**src/rtl/seqr_pkg.sv**
```systemverilog
// seqr_pkg: shared FSM encodings and RAM address width for ram_wr_seqr.
package seqr_pkg;
  localparam int ADDR_W = 8;
  typedef logic [1:0] state_t;
  localparam logic [1:0] IDLE = 2'd0;
  localparam logic [1:0] LOAD = 2'd1;
  localparam logic [1:0] DONE = 2'd2;
endpackage

```
**src/rtl/wr_addr_ctr.sv**
```systemverilog
// wr_addr_ctr: 8-bit word counter with synchronous clear, enable and async reset.
module wr_addr_ctr
  import seqr_pkg::*;
(
  input  logic              clk,
  input  logic              reset,
  input  logic              clr,
  input  logic              en,
  output logic [ADDR_W-1:0] q
);
  always_ff @(posedge clk or posedge reset)
    if (reset) q <= '0;
    else if (clr) q <= '0;
    else if (en) q <= q + 1'b1;
endmodule

```
**src/rtl/ram_wr_seqr.sv**
```systemverilog
// ram_wr_seqr: loads DEPTH words from a valid/ready source into a RAM write port.
// Optional running checksum of written words under RAM_WR_SEQR_CHECKSUM_EN.
module ram_wr_seqr
  import seqr_pkg::*;
#(
  parameter int DEPTH  = 256,
  parameter int DATA_W = 8
) (
  input  logic              clk,
  input  logic              reset,
  input  logic              start,
  input  logic [DATA_W-1:0] din,
  input  logic              din_valid,
  output logic              din_ready,
  output logic              we,
  output logic [ADDR_W-1:0] waddr,
  output logic [DATA_W-1:0] wdata,
  output logic              busy,
  output logic              done
`ifdef RAM_WR_SEQR_CHECKSUM_EN
  ,
  output logic [DATA_W-1:0] chk
`endif
);
  localparam logic [ADDR_W-1:0] LAST_ADDR = ADDR_W'(DEPTH - 1);
  state_t state, nxt;
  logic [ADDR_W-1:0] cnt;
  logic xfer, last, go;
  assign din_ready = state == LOAD;
  assign xfer = din_ready && din_valid;
  assign last = xfer && cnt == LAST_ADDR;
  assign go = start && state != LOAD;
  always_comb
    nxt = go ? LOAD : last ? DONE : (state == LOAD || state == DONE) ? state : IDLE;
  wr_addr_ctr u_ctr (
    .clk  (clk),
    .reset(reset),
    .clr  (go),
    .en   (xfer),
    .q    (cnt)
  );
  always_ff @(posedge clk or posedge reset)
    if (reset) begin
      state <= IDLE;
      we    <= 1'b0;
      waddr <= '0;
      wdata <= '0;
      busy  <= 1'b0;
      done  <= 1'b0;
    end else begin
      state <= nxt;
      we    <= xfer;
      busy  <= nxt == LOAD;
      done  <= nxt == DONE;
      if (xfer) begin
        waddr <= cnt;
        wdata <= din;
      end
    end
`ifdef RAM_WR_SEQR_CHECKSUM_EN
  // Sum advances alongside the we pulse it belongs to.
  always_ff @(posedge clk or posedge reset)
    if (reset) chk <= '0;
    else if (go) chk <= '0;
    else if (xfer) chk <= chk + din;
`endif
endmodule

```
**config.mk**
```make
export PLATFORM = sky130hd
export DESIGN_NAME = ram_wr_seqr
export DESIGN_NICKNAME = d
export VERILOG_FILES = /design/src/rtl/seqr_pkg.sv /design/src/rtl/wr_addr_ctr.sv /design/src/rtl/ram_wr_seqr.sv
export SDC_FILE = /design/constraint.sdc
export NUM_CORES = 1
export LEC_CHECK = 0
export ABC_AREA = 1
export CAP_MARGIN = 10
export CORE_MARGIN = 2
export CORE_UTILIZATION = 45
export DETAILED_ROUTE_END_ITERATION = 8
export DONT_BUFFER_PORTS = 1
export SLEW_MARGIN = 5
export SYNTH_ARGS = -nofsm -noshare
export SYNTH_HDL_FRONTEND = slang
export SYNTH_SLANG_ARGS = --single-unit
export TNS_END_PERCENT = 20
```
**constraint.sdc**
```tcl
create_clock -name clk -period 1.2 [get_ports clk]
set_input_delay 0.18 -clock clk [delete_from_list [all_inputs] [get_ports clk]]
set_output_delay 0.18 -clock clk [all_outputs]
set_load 0.01 [all_outputs]
```
### Word-level counts from Yosys, hierarchy flattened

Cells that the tools add are included.

* register bits after elaboration: 29
* latch bits: 0
* bits in writable memories: 0
* memory bits (read-only): 0
* memories kept: 0

* add/sub/neg operators: 1
* $mul: 0
* divide/modulo/power cells: 0
* magnitude comparators: 0
* equal/unequal tests: 6
* shift operators: 0
* mux-type cells: 5
* bitwise operators: 0
* reduce and logical (&&, ||, !) cells: 5

Operators with widths (count)
* 8-bit two-way mux: 2
* 8-bit by 1-bit adder with 8-bit output, second input constant: 1
* 8-bit equality test, second input constant: 1
* 2-bit two-way mux: 3
* 2-bit by 1-bit equality test with 1-bit output, second input constant: 2
* 2-bit equality test, second input constant: 2
* 1-bit logical AND: 3
* 2-bit by 1-bit != test with 1-bit output, second input constant: 1
* 2-bit nonzero test: 1
* 1-bit logical OR: 1

### Longest topological paths before layout

Gate-level depths: netlist (run 1).

* word-level depth: 6
* mapped depth: 6
* gate-level depth less buffers: 6

### Cells and area by module

A second synthesis (run 1) with hierarchy kept.

* cells, all modules: 157
* area, all modules: 1317.5 sq um

By module, submodules not included
* ram_wr_seqr: instances 1, cells each 94, area an instance 838.3 sq um, seq. area each 525.5 sq um
* wr_addr_ctr: instances 1, cells each 63, area an instance 479.2 sq um, seq. area each 200.2 sq um

### Worst setup path before layout (run 1)

Ideal clock, no wire load.

* path type: register -> register
* start: register u_ctr.q[0]
* end: register busy
* library setup time: 120 ps
* arrival time: 966 ps
* required time: 1080 ps
* slack: 113 ps
* stages on the path, launching flop included: 7
* buffers on the path: 0
* clock period less this slack: 1087 ps
* path through: dfrtp_1 > ha_1 > nand2_1 > nor2_4 > nand3_2 > nand2_1 > nand2_1

* word-level cells in the longest chain between the ends: 5

Ends and longest elaborated chain
* start: declaration: line wr_addr_ctr.sv:9 `output logic [ADDR_W-1:0] q`
* start signal: assignment: line wr_addr_ctr.sv:14 `else if (en) q <= q + 1'b1;`
* 8-bit equality test: line ram_wr_seqr.sv:31 `assign last = xfer && cnt == LAST_ADDR;`
* 1-bit logical AND: line ram_wr_seqr.sv:31
* 2-bit two-way mux (2 in series): line ram_wr_seqr.sv:34 `nxt = go ? LOAD : last ? DONE : (state == LOAD || state == DONE) ? state : IDLE;`
* 2-bit by 1-bit equality test with 1-bit output: line ram_wr_seqr.sv:53 `busy <= nxt == LOAD;`
* end signal: assignment: line ram_wr_seqr.sv:48 `busy <= 1'b0;`
* end signal: assignment: line ram_wr_seqr.sv:53
* end: declaration: line ram_wr_seqr.sv:18 `output logic busy,`

No other way between the ends.
A chain may end at the register's enable or synchronous reset.

### Worst setup path after layout (run 1)

Same ends and word-level chain as after synthesis.

==> flow_summary.yaml, run 1 <==
yosys:
  synth_most_common_cell: "nand2_1"
  synth.top_cells.by_count: "55 x nand2_1, 29 x dfrtp_1, 10 x inv_1, 7 x a21oi_1"
  yosys.area.top_type_share: 0.610
  synth-edff-count: 0
  syn_nets: 145
  syn_inst: 132
  synth_area_per_cell_sq_um: 9.01
  async_flop_share: 1.00
  yosys_warnings: 0
  synth_cell_type_count: 18
  yosys_register_bits: 29
  synthTopCellsByArea: "dfrtp_1 61%, nand2_1 17%, inv_1 3.2%"
  ys_seq_area_frac: 0.610
  yosys_most_used_dff: "dfrtp_1"
  yosys.area.top_type: "dfrtp_1"
  syn_area_sq_mm: 0.00119
floorplanning:
  fp-row-count: 18
  dieHeight_um: 55.4
  io_pins: 32
  die_w_um: 55.4
  core-area_sq_mm: 0.00250
  die_area_sq_mm: 0.00307
  start_util: 0.476
cells_and_area:
  fin_cells: 183
  nets: 165
  fin_util: 0.584
  antenna_cells: 0
  design_area_sq_mm: 0.00146
  area_growth_pct: 22.6
  final.fill_count: 220
  multiInputGateArea_sq_um: 433
  drive_gt1_frac: 0.203
  seqCellArea_sq_um: 726
global_routing:
  grt_usage: 0.175
  gr-total-overflow: 0
  grt_first_pass_wirelength_um: 4090
  top_usage_layer: "met2"
  grt_max_degree: 16
  use_met2: 0.269
  grt_use_met1: 0.210
  grt_pass1_vias: 884
  antenna_found_initial: 0
  gr-usage-met3: 0.0726
sta:
  setup_violations: 0
  holdWs_ns: 0.110
  hold_violations: 0
  postLayoutSetupSlackWorst_ns: 0.0320
  drv_slew: 0
  finalWorstPathRequiredPeriod_ns: 1.17
  worst_pin_slew_ns: 0.415
  rsz0062_at_grt: "true"
  finClkSkew_ns: 0.00526
  fmax_mhz: 856
  slew_headroom: 0.723
  period_share: 0.973
worst_hold_path:
  hp-class: "primary input to flip-flop"
cts:
  cts_tree: "yes"
  clock-sinks: 29
  cts-root-buf: "clkbuf_4"
  ctsHtreeMaxLevel: 2
  cts_buffers: 5
  insertion_delay_ns: 0.32
  cts.reportedPaths.clkPinSlew_ns: 0.09
  clock_path_buffers: 2
route:
  drc: 0
  wl_um: 2360
  postRouteAntennaNets: 0
  vias: 898
  via_per_inst: 4.91
  first_pass_iters: 4
  drt_iter0_drc: 38
  wl_per_cell_um: 12.9
power_and_ir_drop:
  p_leak_uw: 0.000746
  ir_drop_mv: 1.29
  power.density_mw_per_mm2: 1730
placed_design:
  globalplace.congestion: 0.765
  pre_cts_slack_ns: 0.00179
  io_buffers: 0
  place_area_sq_mm: 0.00127
  hpwl_um: 1610
  dp.cells: 165
worst_setup_path:
  worst_setup_path_end_kind: "flip-flop"
  worstPathRequired_ns: 1.41
  crit_fanout: 5
  cp_data_arrival_time_ns: 1.38
  worstSetupPathType: "flip-flop to flip-flop"
  cp-start-kind: "flip-flop"
flow_run:
  cap_violations: 0
outcome:
  status: "completed"
[worst paths after layout]
path	start	endpoint	slack, ns	cells after the start
worst min-delay path	start	state[0]	0.11	2
min in group asynchronous	reset	wdata[1]	0.27	2
worst max register to register	u_ctr.q[0]	busy	0.03	6
worst max-delay path	u_ctr.q[0]	busy	0.03	6
worst min register to register	u_ctr.q[4]	waddr[4]	0.50	2
max in group asynchronous	reset	wdata[4]	0.43	3
[layout by cell type (no fill, tap or decap)]
cell,count
clkbuf_4,5
clkinvlp_4,1
a21oi_2,2
nor2_4,2
nand3_1,6
nand3_4,2
nor2_2,1
nor3_1,1
nand2_2,3
inv_2,3
ha_2,1
clkinv_2,2
inv_1,8
buf_6,1
nand2_1,52
o21a_1,1
a21oi_1,5
dfrtp_1,29
buf_12,1
buf_4,6
or2_2,1
o21ai_0,6
nor2_1,5
dlygate4sd3_1,9
[layer usage]
metal  vias up  share of wire  wire length, um
met5         -              0                0
li1        450              -                -
met3         6          0.068              160
met2        31           0.48             1130
met4         0          0.025               59
met1       411           0.43             1020
[worst max-delay path: stages (launching register included)]
cell and delay, ns:
dfrtp_1 0.37, ha_2 0.19, nand2_2 0.07, nor2_4 0.18
nand3_4 0.10, nand2_2 0.08, nand2_1 0.06
[registers in the layout (all words and copies together), names as in the netlist]
name     cells
busy         1
done         1
state        2
wdata        8
waddr        8
we           1
u_ctr.q      8
[power by group]
| group | internal, uW | total, uW | switching [uW] |
|---|---|---|---|
| clock | 220 | 552 | 332 |
| combinational | 246 | 551 | 304 |
| sequential | 1190 | 1420 | 223 |
| total | 1660 | 2520 | 860 |
[cell families after synthesis]
kind of cell	after synthesis	share of synthesized area
AOI/OAI and AO/OA	14	0.0610
adders and majority gates	1	0.0105
buffers and inverters	15	0.0536
DFF	29	0.610
and+or+nand+nor	73	0.265
[what timing repair did]
action	in CTS	in global routing
setup endpoints to repair	2	11
hold endpoints to repair	17	0
hold buffers	9	0
pin swaps	1	3
gates resized for setup	0	12
cloned	0	0
buffers inserted	0	1
[final cells by class]
class                           count  area share
Sequential cell                    29       0.497
Multi-Input combinational cell     88       0.297
Timing Repair Buffer               17       0.114
Inverter                           11      0.0283
Clock buffer                        5      0.0257
Tap cell                           30      0.0257
Clock inverter                      3      0.0120
[per-stage QoR]
stage	power [uW]	setup TNS, ns
floorplan	1740	0
finish	2520	0
global placement	1910	0
detailed placement	1920	0
CTS	2510	0
global route	2720	-0.257
Note: power is estimated with default switching activity, not from simulation.
==> inputs of run 2 (changes only) <==
--- a/config.mk
+++ b/config.mk
@@ -7,10 +7,11 @@
 export LEC_CHECK = 0
 export ABC_AREA = 1
 export CAP_MARGIN = 10
-export CORE_MARGIN = 2
+export CORE_MARGIN = 4
 export CORE_UTILIZATION = 45
 export DETAILED_ROUTE_END_ITERATION = 8
 export DONT_BUFFER_PORTS = 1
+export REMOVE_ABC_BUFFERS = 1
 export SLEW_MARGIN = 5
 export SYNTH_ARGS = -nofsm -noshare
 export SYNTH_HDL_FRONTEND = slang
==> run 2 against run 1 <==
Compared with the run above: design area fell by 0.60%; critical endpoint is now state[0]; die area rose by 15%; largest cell class unchanged; sequential power barely moved.
==> flow_summary.yaml, run 2 (synthesized netlist as in run 1, its figures left out) <==
sta:
  postLayoutSetupSlackWorst_ns: 0.0467
  finClkSkew_ns: 0.0110
  period_share: 0.961
  holdWs_ns: 0.112
  slew_headroom: 0.762
  fmax_mhz: 867
  setup_violations: 0
  finalWorstPathRequiredPeriod_ns: 1.15
  rsz0062_at_grt: "true"
  drv_slew: 0
  worst_pin_slew_ns: 0.358
  hold_violations: 0
worst_hold_path:
  hold_end: "busy"
  holdPathStages: 2
  hold_path.startpoint: "start"
  hp-class: "primary input to flip-flop"
worst_setup_path:
  crit_fanout: 5
  cp-start-kind: "flip-flop"
  cp_data_arrival_time_ns: 1.36
  worstPathRequired_ns: 1.41
  rr_endpoint: "state[0]"
  worst_setup_path_end_kind: "flip-flop"
  r2r_slack_ns: 0.05
  r2r_cells: 6
  r2r-start: "u_ctr.q[1]"
  worstSetupPathType: "flip-flop to flip-flop"
cts:
  cts_tree: "yes"
  ctsHtreeMaxLevel: 2
  clock-sinks: 29
  cts-root-buf: "clkbuf_4"
  cts.reportedPaths.clkPinSlew_ns: 0.09
  cts_buffers: 5
  clock_path_buffers: 2
  insertion_delay_ns: 0.33
placed_design:
  globalplace.congestion: 0.821
  pre_cts_slack_ns: 0.00470
  io_buffers: 0
  hpwl_um: 1620
global_routing:
  grt_max_degree: 30
  grt_pass1_vias: 919
  antenna_found_initial: 0
  gr-total-overflow: 0
  grt_usage: 0.165
  grt_first_pass_wirelength_um: 4200
route:
  via_per_inst: 5.05
  wl_um: 2350
  vias: 914
  drc: 0
  first_pass_iters: 4
  postRouteAntennaNets: 0
  wl_per_cell_um: 13.0
  drt_iter0_drc: 40
flow_run:
  cap_violations: 0
floorplanning:
  die_w_um: 59.4
  fp-row-count: 18
  core-area_sq_mm: 0.00250
  start_util: 0.476
  io_pins: 32
  dieHeight_um: 59.4
  die_area_sq_mm: 0.00353
cells_and_area:
  final_common_cell: "nand2_1"
  area_growth_pct: 21.9
  antenna_cells: 0
  nets: 163
  final_cell_mix: "51 x nand2_1, 29 x dfrtp_1, 9 x dlygate4sd3_1, 8 x inv_1"
  drive_gt1_frac: 0.192
  top_regs: "u_ctr.q: 8 flops, waddr: 8 flops, wdata: 8 flops"
power_and_ir_drop:
  ir_drop_mv: 1.10
  power.density_mw_per_mm2: 1810
  p_leak_uw: 0.000745
outcome:
  status: "completed"
## run 2: cell count changes in the layout (fill, tap and decap cells not counted)
| cell | change |
|---|---|
| buf_4 | -2 |
| clkbuf_8 | +2 |
| a21oi_1 | +1 |
| a21oi_2 | -1 |
| clkinv_2 | -1 |
| clkinvlp_4 | -1 |
| nand2_1 | -1 |
| nand2_2 | +1 |
| nand3_2 | +1 |
| nand3_4 | -1 |
## run 2: how the worst max path moves through the flow
stage | start | end | slack (ns) | depth (start not counted)
6_report | u_ctr.q[1] | state[0] | 0.05 | 6
5_1_grt | u_ctr.q[1] | state[0] | -0.03 | 6
4_1_cts | state[1] | din_ready | -0.01 | 3
3_5_place_dp | u_ctr.q[1] | state[0] | 0.005 | 6
3_3_place_gp | u_ctr.q[1] | state[0] | 0.05 | 6
2_1_floorplan | state[1] | busy | 0.03 | 6
## run 2: layer usage
layer,global-route usage,wire [um]
met2,0.262,1130
met5,0,0
met4,0.0583,12
met3,0.0871,214
met1,0.188,985
## run 2: repair_timing
| item | in CTS | in global routing |
|---|---|---|
| hold endpoints to repair | 37 | 0 |
| hold buffers | 9 | 0 |
| buffers inserted | 0 | 1 |
| resized for setup | 2 | 9 |
| pin swaps | 1 | 1 |
| endpoints found under the setup margin | 3 | 16 |
## run 2: power breakdown
group / switching, uW / internal [uW] / total, uW
sequential: 230 / 1190 / 1430
clock: 334 / 339 / 673
combinational: 290 / 235 / 525
total: 854 / 1770 / 2620
## run 2: critical path, stage by stage (launching register included)
cell	delay (ns)
dfrtp_1	0.39
ha_2	0.20
nand2_2	0.08
nor2_4	0.15
nand3_2	0.11
nand2_2	0.08
nand2_1	0.04
## run 2: layout make-up
class,instances,area (sq um)
repair buffers,15,151
clock inverters,1,5.00
multi-input cells,88,424
flip-flops and latches,29,726
fillers,222,1050
well taps,30,37.5
clock buffers,7,65.1
inverters,11,41.3
## run 2: metrics by stage
stage	area, sq um	util	power [uW]	TNS [ns]	instances
2_1_floorplan	1170	-	1720	0	128
6_report	1450	0.580	2620	0	181
3_3_place_gp	1250	0.502	1880	0	163
3_5_place_dp	1250	0.502	1900	0	163
4_1_cts	1420	0.567	2610	-0.0109	180
5_1_grt	1450	0.580	2830	-0.0707	181
